**src/rtl/fir_mc_serial.sv**
```systemverilog
// Multi-channel time-multiplexed FIR: one signed MAC iterated over TAPS
// cycles per sample, per-channel circular history, loadable coefficients.
module fir_mc_serial #(
  parameter int DATAW = 16,
  parameter int COEFW = 16,
  parameter int TAPS = 8,
  parameter int CHANNELS = 2,
  parameter int SHIFT = 15,
  localparam int CHW = (CHANNELS > 1) ? $clog2(CHANNELS) : 1,
  localparam int TW = (TAPS > 1) ? $clog2(TAPS) : 1,
  localparam int ACCW = DATAW + COEFW + $clog2(TAPS)
) (
  input  logic             clk,
  input  logic             rst,
  input  logic             in_valid,
  output logic             in_ready,
  input  logic [CHW-1:0]   in_channel,
  input  logic [DATAW-1:0] in_sample,
  input  logic             coef_wr_en,
  output logic             coef_wr_ready,
  input  logic [TW-1:0]    coef_wr_addr,
  input  logic [COEFW-1:0] coef_wr_data,
  output logic             out_valid,
  input  logic             out_ready,
  output logic [CHW-1:0]   out_channel,
  output logic [DATAW-1:0] out_sample,
  output logic             out_sat
);

  typedef enum logic [1:0] {IDLE, MAC, ROUND, OUT} state_e;

  localparam int PW = DATAW + COEFW;
  localparam logic [TW:0] TAPS_W = (TW+1)'(TAPS);
  localparam logic [CHW:0] CHAN_W = (CHW+1)'(CHANNELS);
  localparam logic [TW-1:0] K_LAST = TW'(TAPS - 1);
  localparam logic signed [ACCW:0] RND =
    (SHIFT > 0) ? ((ACCW+1)'(1) << ((SHIFT > 0) ? SHIFT - 1 : 0)) : '0;
  localparam logic signed [ACCW:0] MAXV =
    {{(ACCW+2-DATAW){1'b0}}, {(DATAW-1){1'b1}}};
  localparam logic signed [ACCW:0] MINV =
    {{(ACCW+2-DATAW){1'b1}}, {(DATAW-1){1'b0}}};

  state_e state_q, state_d;
  logic signed [COEFW-1:0] coef_q [TAPS];
  logic signed [COEFW-1:0] coef_d [TAPS];
  logic signed [DATAW-1:0] hist_q [CHANNELS][TAPS];
  logic signed [DATAW-1:0] hist_d [CHANNELS][TAPS];
  logic [TW-1:0] wptr_q [CHANNELS];
  logic [TW-1:0] wptr_d [CHANNELS];
  logic [TW-1:0] rptr_q, rptr_d;
  logic [TW-1:0] k_q, k_d;
  logic [CHW-1:0] ch_q, ch_d;
  logic signed [ACCW-1:0] acc_q, acc_d;
  logic out_valid_q, out_valid_d;
  logic out_sat_q, out_sat_d;
  logic [CHW-1:0] out_channel_q, out_channel_d;
  logic signed [DATAW-1:0] out_sample_q, out_sample_d;

  logic idle;
  logic ch_ok;
  logic addr_ok;
  logic signed [DATAW-1:0] x_mul;
  logic signed [COEFW-1:0] c_mul;
  logic signed [PW-1:0] prod;
  logic signed [ACCW-1:0] prod_ext;
  logic signed [ACCW:0] rnd;
  logic signed [ACCW:0] shd;
  logic signed [DATAW-1:0] sat_val;
  logic sat_hit;

  assign idle = (state_q == IDLE);
  assign ch_ok = {1'b0, in_channel} < CHAN_W;
  assign addr_ok = {1'b0, coef_wr_addr} < TAPS_W;

  assign in_ready = idle & ~coef_wr_en;
  assign coef_wr_ready = idle;

  assign out_valid = out_valid_q;
  assign out_sat = out_sat_q;
  assign out_channel = out_channel_q;
  assign out_sample = out_sample_q;

  // rptr walks backwards from the newest sample as k advances
  assign x_mul = hist_q[ch_q][rptr_q];
  assign c_mul = coef_q[k_q];
  assign prod = {{COEFW{x_mul[DATAW-1]}}, x_mul}
              * {{DATAW{c_mul[COEFW-1]}}, c_mul};
  assign prod_ext = {{(ACCW-PW){prod[PW-1]}}, prod};

  assign rnd = {acc_q[ACCW-1], acc_q} + RND;
  assign shd = rnd >>> SHIFT;

  always_comb begin
    sat_hit = 1'b0;
    sat_val = shd[DATAW-1:0];
    if (shd > MAXV) begin
      sat_hit = 1'b1;
      sat_val = MAXV[DATAW-1:0];
    end else if (shd < MINV) begin
      sat_hit = 1'b1;
      sat_val = MINV[DATAW-1:0];
    end
  end

  always_comb begin
    state_d = state_q;
    coef_d = coef_q;
    hist_d = hist_q;
    wptr_d = wptr_q;
    rptr_d = rptr_q;
    k_d = k_q;
    ch_d = ch_q;
    acc_d = acc_q;
    out_valid_d = out_valid_q;
    out_sat_d = out_sat_q;
    out_channel_d = out_channel_q;
    out_sample_d = out_sample_q;
    unique case (state_q)
      IDLE: begin
        if (coef_wr_en) begin
          if (addr_ok) coef_d[coef_wr_addr] = coef_wr_data;
        end else if (in_valid && ch_ok) begin
          hist_d[in_channel][wptr_q[in_channel]] = in_sample;
          wptr_d[in_channel] = (wptr_q[in_channel] == K_LAST) ?
            '0 : wptr_q[in_channel] + TW'(1);
          rptr_d = wptr_q[in_channel];
          ch_d = in_channel;
          acc_d = '0;
          k_d = '0;
          state_d = MAC;
        end
      end
      MAC: begin
        acc_d = acc_q + prod_ext;
        rptr_d = (rptr_q == '0) ? K_LAST : rptr_q - TW'(1);
        k_d = k_q + TW'(1);
        if (k_q == K_LAST) state_d = ROUND;
      end
      ROUND: begin
        out_sample_d = sat_val;
        out_sat_d = sat_hit;
        out_channel_d = ch_q;
        out_valid_d = 1'b1;
        state_d = OUT;
      end
      OUT: begin
        if (out_ready) begin
          out_valid_d = 1'b0;
          state_d = IDLE;
        end
      end
      default: state_d = IDLE;
    endcase
  end

  always_ff @(posedge clk or negedge rst) begin
    if (!rst) begin
      state_q <= IDLE;
      coef_q <= '{default: '0};
      hist_q <= '{default: '0};
      wptr_q <= '{default: '0};
      rptr_q <= '0;
      k_q <= '0;
      ch_q <= '0;
      acc_q <= '0;
      out_valid_q <= 1'b0;
      out_sat_q <= 1'b0;
      out_channel_q <= '0;
      out_sample_q <= '0;
    end else begin
      state_q <= state_d;
      coef_q <= coef_d;
      hist_q <= hist_d;
      wptr_q <= wptr_d;
      rptr_q <= rptr_d;
      k_q <= k_d;
      ch_q <= ch_d;
      acc_q <= acc_d;
      out_valid_q <= out_valid_d;
      out_sat_q <= out_sat_d;
      out_channel_q <= out_channel_d;
      out_sample_q <= out_sample_d;
    end
  end

endmodule

```
**config.mk**
```make
export PLATFORM = sky130hd
export DESIGN_NAME = fir_mc_serial
export DESIGN_NICKNAME = d
export VERILOG_FILES = /design/src/rtl/fir_mc_serial.sv
export SDC_FILE = /design/constraint.sdc
export NUM_CORES = 1
export LEC_CHECK = 0
export ABC_AREA = 0
export CAP_MARGIN = 20
export CELL_PAD_IN_SITES_DETAIL_PLACEMENT = 1
export CELL_PAD_IN_SITES_GLOBAL_PLACEMENT = 2
export CORE_MARGIN = 4
export CORE_UTILIZATION = 41
export CTS_CLUSTER_DIAMETER = 200
export DETAILED_ROUTE_END_ITERATION = 10
export HOLD_SLACK_MARGIN = 0.05
export PLACE_DENSITY = 0.83
export SETUP_SLACK_MARGIN = 0.3
export SLEW_MARGIN = 20
export SYNTH_ARGS = -nofsm -noshare
export SYNTH_HDL_FRONTEND = slang
export SYNTH_SLANG_ARGS = --single-unit
```
**constraint.sdc**
```tcl
create_clock -name clk -period 7.85 [get_ports clk]
set_input_delay 0.785 -clock clk [delete_from_list [all_inputs] [get_ports clk]]
set_output_delay 0.785 -clock clk [all_outputs]
set_load 0.1 [all_outputs]
```
==> results of run 1 <==
==> registers in the layout, indices dropped and copies added (netlist names) <==
register and count:
hist_q 256, coef_q 128, acc_q 35, out_sample 16
wptr_q 6, k_q 3, rptr_q 3, state_q 2
ch_q 1, out_channel 1, out_sat 1, out_valid 1
==> timing repair <==
action	4_1_cts	5_1_grt
gates cloned	4	2
hold endpoints to repair	0	0
buffers inserted	12	26
resized for setup	47	81
pin swaps	13	49
hold buffers	0	0
setup endpoints to repair	8	14
==> through the flow <==
step / util, % / worst slack [ns]
after floorplan: - / 0.313
after global placement: 44.3 / 0.0772
after detailed placement: 44.3 / -0.0861
after CTS: 47.3 / 0.304
after global routing: 48.0 / 0.102
final: 48.0 / 0.325
==> cells by family (layout without fill, tap and decap cells) <==
family | count (synthesis) | count (layout) | share of synthesized area [%]
multiplexers | 517 | 517 | 21.9
AND/OR/NAND/NOR | 517 | 517 | 7.66
buffers and inverters | 504 | 683 | 6.15
flip-flops | 453 | 453 | 35.5
adder cells (fa/ha/maj) | 424 | 424 | 23.9
AO/OA/AOI/OAI | 175 | 175 | 3.74
XOR/XNOR | 44 | 44 | 1.25
other | 0 | 3 | 0
==> layout by cell type (no fill, tap or decap), drive strengths merged, types with 12 or more instances in the layout <==
| master | count |
|---|---|
| ha | 114 |
| mux4 | 105 |
| a21oi | 42 |
| clkdlybuf4s50 | 60 |
| xor2 | 19 |
| nand3 | 28 |
| nor2b | 62 |
| inv | 380 |
| fa | 310 |
| mux2i | 12 |
| and2 | 15 |
| a21o | 12 |
| buf | 146 |
| clkinv | 13 |
| dfrtp | 453 |
| clkbuf | 69 |
| xnor2 | 24 |
| nand2b | 29 |
| nor2 | 124 |
| o21ai | 56 |
| mux2 | 400 |
| nand2 | 212 |
==> routing by layer <==
| metal | track usage (%) | routed length [um] | part of all wire, % |
|---|---|---|---|
| met5 | 0 | 13 | 0.015 |
| met4 | 6.17 | 2320 | 2.7 |
| met3 | 2.43 | 2660 | 3.1 |
| met2 | 38.2 | 44900 | 52 |
| met1 | 27.6 | 37100 | 43 |
==> worst max-delay path, stage by stage, from the launching register on <==
cell,delay (ns)
dfrtp_4,0.50
buf_8,0.16
buf_16,0.15
mux4_2,0.50
mux4_2,0.59
buf_6,0.17
nor2b_4,0.12
fa_1,0.48
fa_1,0.52
inv_1,0.05
fa_1,0.50
inv_2,0.04
fa_1,0.49
fa_1,0.54
inv_2,0.04
fa_1,0.51
inv_2,0.05
ha_4,0.26
a21o_1,0.11
a21o_1,0.12
a21oi_2,0.06
buf_4,0.14
and3_4,0.17
o41ai_4,0.40
a31oi_2,0.19
o2111a_1,0.28
a221o_1,0.26
==> final cells by class <==
| type | count | area [sq um] |
|---|---|---|
| clock inverters | 29 | 422 |
| flip-flops and latches | 453 | 11300 |
| diodes | 3 | 7.51 |
| inverters | 379 | 1420 |
| fillers | 8034 | 40200 |
| well taps | 1040 | 1300 |
| clock buffers | 67 | 1430 |
| multi-input cells | 1677 | 19100 |
| repair buffers | 208 | 2080 |
==> worst paths after layout <==
path                       cells past startpoint  slack (ns)                       to             startpoint
setup / recovery                              26        0.32    acc_q[33]$_DFFE_PN0P_       ch_q$_DFFE_PN0P_
min in group clk                               1        0.47    wptr_q[2]$_DFFE_PN0P_  wptr_q[2]$_DFFE_PN0P_
max in group asynchronous                      3        5.54  hist_q[210]$_DFFE_PN0P_                    rst
hold reg to reg                                1        0.47    wptr_q[2]$_DFFE_PN0P_  wptr_q[2]$_DFFE_PN0P_
setup reg to reg                              26        0.32    acc_q[33]$_DFFE_PN0P_       ch_q$_DFFE_PN0P_
hold / removal                                 1        0.20   coef_q[57]$_DFFE_PN0P_                    rst
==> impl_metrics.tcl, run 1 <==
set metrics [dict create \
    outcome "finished, final reports clean" \
    dieArea_sq_um 82500 \
    yosys-top-cells-count "dfrtp_1, mux2_2, inv_1" \
    ys_top_cells_by_area "dfrtp_1, fa_1, mux2_2, mux4_2, ha_1" \
    final_hold_viol_count 0 \
    finalNetCount 3236 \
    synth_seq_area_share_pct 35.5 \
    routedWlPerCell_um 22.5 \
    die_x_um 287 \
    route.detailed.vias_per_inst 5.27 \
    cp_max_fo 8 \
    min_period_ns 7.53 \
    worstMarginPinSlew_ns 1.13 \
    synth_area_per_cell_sq_um 12.1 \
    hold_ws_ns 0.200 \
    place_inst 3713 \
    rows 102 \
    die_h_um 287 \
    max-slew-margin-rel_pct 24.3 \
    grt_pass1_wl_um 138000 \
    syn-instance-count 2634 \
    drive_above_1_share_pct 31.2 \
    htreeDepth 2 \
    finalMaxSlewViolations 0 \
    report.final.setup_viol 0 \
    synth_warnings 0 \
    clockBufferDepth 3 \
    hold_path.class "input pin to async pin" \
    cts_tree "yes" \
    cap_viol_max_count 0 \
    ys_ff_latch 453 \
    clockRootBuffer "clkbuf_16" \
    yosysTopAreaCell "dfrtp_1" \
    syn_nets 3099 \
    fp.coreArea_sq_um 77300 \
    startpoint_type "flop" \
    clk_latency_ns 0.61 \
    drtAntennaViolNets 0 \
    dr.pass1.iters 4 \
    synthArstFlopShare_pct 100 \
    overflow 0 \
    arrival_ns 8.00 \
    ios 62 \
    grt_pass1_vias 23800 \
    initial_core_util_pct 41.3 \
    cp.required_ns 8.32 \
    dpl.hpwl_um 61900 \
    synth_ff_type "dfrtp_1" \
    gp_congestion 0.857 \
    final_area_sq_um 37100 \
    grt_antenna_before_repair 3 \
    synth-edff-count 0 \
    cts.sinks 453 \
    portBuffers 61 \
    yosysMostFrequentCell "dfrtp_1" \
    cp-end-kind "flop" \
    drtIter0Drc 1021 \
    rsz0062_at_grt "yes" \
    placed_area_sq_um 34300 \
    tns_ns 0 \
    num_vias 20300 \
    syn2layout_area_growth_pct 16.1 \
    worstSetupPathType "flop to flop" \
    netlist_area_sq_um 32000 \
    clk_pin_slew_worst_paths_ns 0.06 \
    fin_crit_sh_pct 95.9 \
    grt_max_degree 158 \
    fin_skew_ns 0.0237 \
    track_usage_pct 21.4 \
    cts_buffers 52 \
    synth_top_area_share_pct 35.5 \
    synth.distinct_cells 77 \
    max_freq_mhz 133 \
    drc 0 \
    final_cells 3856 \
    routed_wl_um 86900 \
]
Power of run 1 is left out: the tool's default activity adds up to more than one toggle a clock period on the data nets, which glitch-free logic cannot reach.
==> run 2: changes to the inputs <==
- CTS_CLUSTER_SIZE: unset -> 25
- GPL_TIMING_DRIVEN: unset -> 0
==> run 2 against run 1 <==
Compared with the run above: routed wire length is 6.1% higher; first-iteration DRC count increased by 1.6%; critical endpoint unchanged; critical path depth decreased by 2; sequential cell count unchanged; hold slack got worse by 0.072 ns; register-to-register slack lost 0.14 ns; setup slack worse by 0.14 ns; critical path type unchanged; highest routed layer unchanged; global-route usage grew 1.4 points; clock-buffer cell count is 45 lower; core utilization fell by 0.84 points; die area did not move; cell count down 0.16%.
==> impl_metrics.tcl, run 2 (synthesis gave the netlist of run 1 again) <==
set metrics [dict create \
    path_cells "buf_12, buf_12, buf_16, mux4_2, mux4_2, buf_6, nor2b_1, fa_1, fa_1, fa_1, fa_2, fa_1, inv_1, fa_1, inv_1, ha_4, and3_4, and3_4, a31o_4, nor4bb_4, o41ai_4, a31oi_4, o2111a_1, a221o_1" \
    final_util_pct 47.1 \
    dieArea_sq_um 82500 \
    die_h_um 287 \
    fp.coreArea_sq_um 77300 \
    cp.required_ns 8.34 \
    cts.sinks 453 \
    worstSetupPathType "flop to flop" \
    track_usage_pct 22.8 \
    grt_pass1_wl_um 144000 \
    max_freq_mhz 130 \
    largest_reg_flops 256 \
    largest_register "hist_q" \
    initial_core_util_pct 41.3 \
    dr.pass1.iters 5 \
    critical_path.slowest_cell "mux4_2" \
    clk_latency_ns 0.64 \
    drtAntennaViolNets 0 \
    top_regs "hist_q x256, coef_q x128, acc_q x35" \
    cap_viol_max_count 0 \
    portBuffers 59 \
    cp_max_fo 7 \
    max-slew-margin-rel_pct 27.3 \
    outcome "finished, final reports clean" \
    rows 102 \
    cts_tree "yes" \
    die_x_um 287 \
    clockRootBuffer "clkbuf_16" \
    clk_pin_slew_worst_paths_ns 0.13 \
    layout_common_cells "dfrtp_1, mux2_2, inv_1" \
    routedWlPerCell_um 24.0 \
    finalMaxSlewViolations 0 \
    finalNetCount 3272 \
    grt_antenna_before_repair 2 \
    cp-end-kind "flop" \
    cp_common_cell "fa_1" \
    route.detailed.vias_per_inst 5.40 \
    final_hold_viol_count 0 \
    drive_above_1_share_pct 29.7 \
    routed_wl_um 92200 \
    critPathMaxStageDelay_ns 0.66 \
    grt_pass1_vias 24000 \
    overflow 0 \
    layout_commonest_cell "dfrtp_1" \
    worstMarginPinSlew_ns 1.09 \
    postCtsHoldBufs 0 \
    fin_skew_ns 0.0707 \
    gp_congestion 0.873 \
    hold_path.class "input pin to async pin" \
    num_vias 20800 \
    arrival_ns 8.16 \
    syn2layout_area_growth_pct 14.0 \
    cts_buffers 22 \
    fin_crit_sh_pct 97.7 \
    drtIter0Drc 1037 \
    drc 0 \
    clockBufferDepth 3 \
    dpl.hpwl_um 67600 \
    htreeDepth 1 \
    report.final.setup_viol 0 \
    min_period_ns 7.67 \
    hold_ws_ns 0.127 \
    startpoint_type "flop" \
    grt_max_degree 103 \
    ios 62 \
    rsz0062_at_grt "yes" \
]
run 2: cell count changes in the layout (fill, tap and decap cells not counted), sizes merged, moves of 2 or more:
cell           previous run  this run
buf                     146       134
clkdlybuf4s50            60        58
bufinv                    9         0
clkbuf                   69       103
clkinvlp                  6         1
clkinv                   13         1
run 2: final cells by class:
class                   instances  area [sq um]
fillers                      8082         40900
multi-input cells            1677         19300
flip-flops and latches        453         11300
repair buffers                149          1570
inverters                     379          1430
well taps                    1040          1300
plain buffers                 125           915
clock buffers                  22           551
clock inverters                 3          57.6
diodes                          2          5.00
run 2: path summary, 6_finish.rpt:
path                                       startpoint                     end  slack, ns  depth (start not counted)
worst max-delay path                 ch_q$_DFFE_PN0P_   acc_q[33]$_DFFE_PN0P_       0.18                         24
worst min-delay path                              rst    acc_q[7]$_DFFE_PN0P_       0.13                          1
worst max register to register       ch_q$_DFFE_PN0P_   acc_q[33]$_DFFE_PN0P_       0.18                         24
worst min register to register  wptr_q[5]$_DFFE_PN0P_   wptr_q[5]$_DFFE_PN0P_       0.50                          1
max in group asynchronous                         rst  hist_q[74]$_DFFE_PN0P_       6.25                          3
min in group clk                wptr_q[5]$_DFFE_PN0P_   wptr_q[5]$_DFFE_PN0P_       0.50                          1
run 2: worst max-delay path: cells and delay by family, from the launching register on:
| family | cells | cell delay (ns) |
|---|---|---|
| buffers and inverters | 6 | 0.77 |
| multiplexers | 2 | 1.16 |
| adder cells (fa/ha/maj) | 7 | 3.31 |
| AO/OA/AOI/OAI | 5 | 1.23 |
| flip-flops | 1 | 0.43 |
| AND/OR/NAND/NOR | 4 | 0.60 |
run 2: through the flow:
stage	instance area, sq um	cells	worst slack, ns	setup TNS (ns)
2_1_floorplan	32000	2634	0.313	0
3_3_place_gp	33900	3733	-13.41	-6052.33
3_5_place_dp	34000	3739	-1.97	-27.22
4_1_cts	36100	3829	0.206	0
5_1_grt	36500	3849	-0.0478	-0.159
6_report	36500	3850	0.182	0
run 2: metal layers:
layer / share of wire, % / global-route usage [%] / up-vias
met5: 0.014 / 0 / -
met4: 3.7 / 7.40 / 2
met3: 3.6 / 2.79 / 128
met2: 50 / 39.6 / 373
met1: 42 / 29.7 / 11300
li1: - / - / 9019
run 2: what timing repair did:
| item | CTS | global route |
|---|---|---|
| endpoints found under the setup margin | 25 | 20 |
| gates resized for setup | 219 | 61 |
| pin swaps | 37 | 36 |
| endpoints found under the hold margin | 0 | 0 |
| cloned | 4 | 0 |
| buffers inserted | 61 | 19 |
Power of run 2 is left out for the same reason.
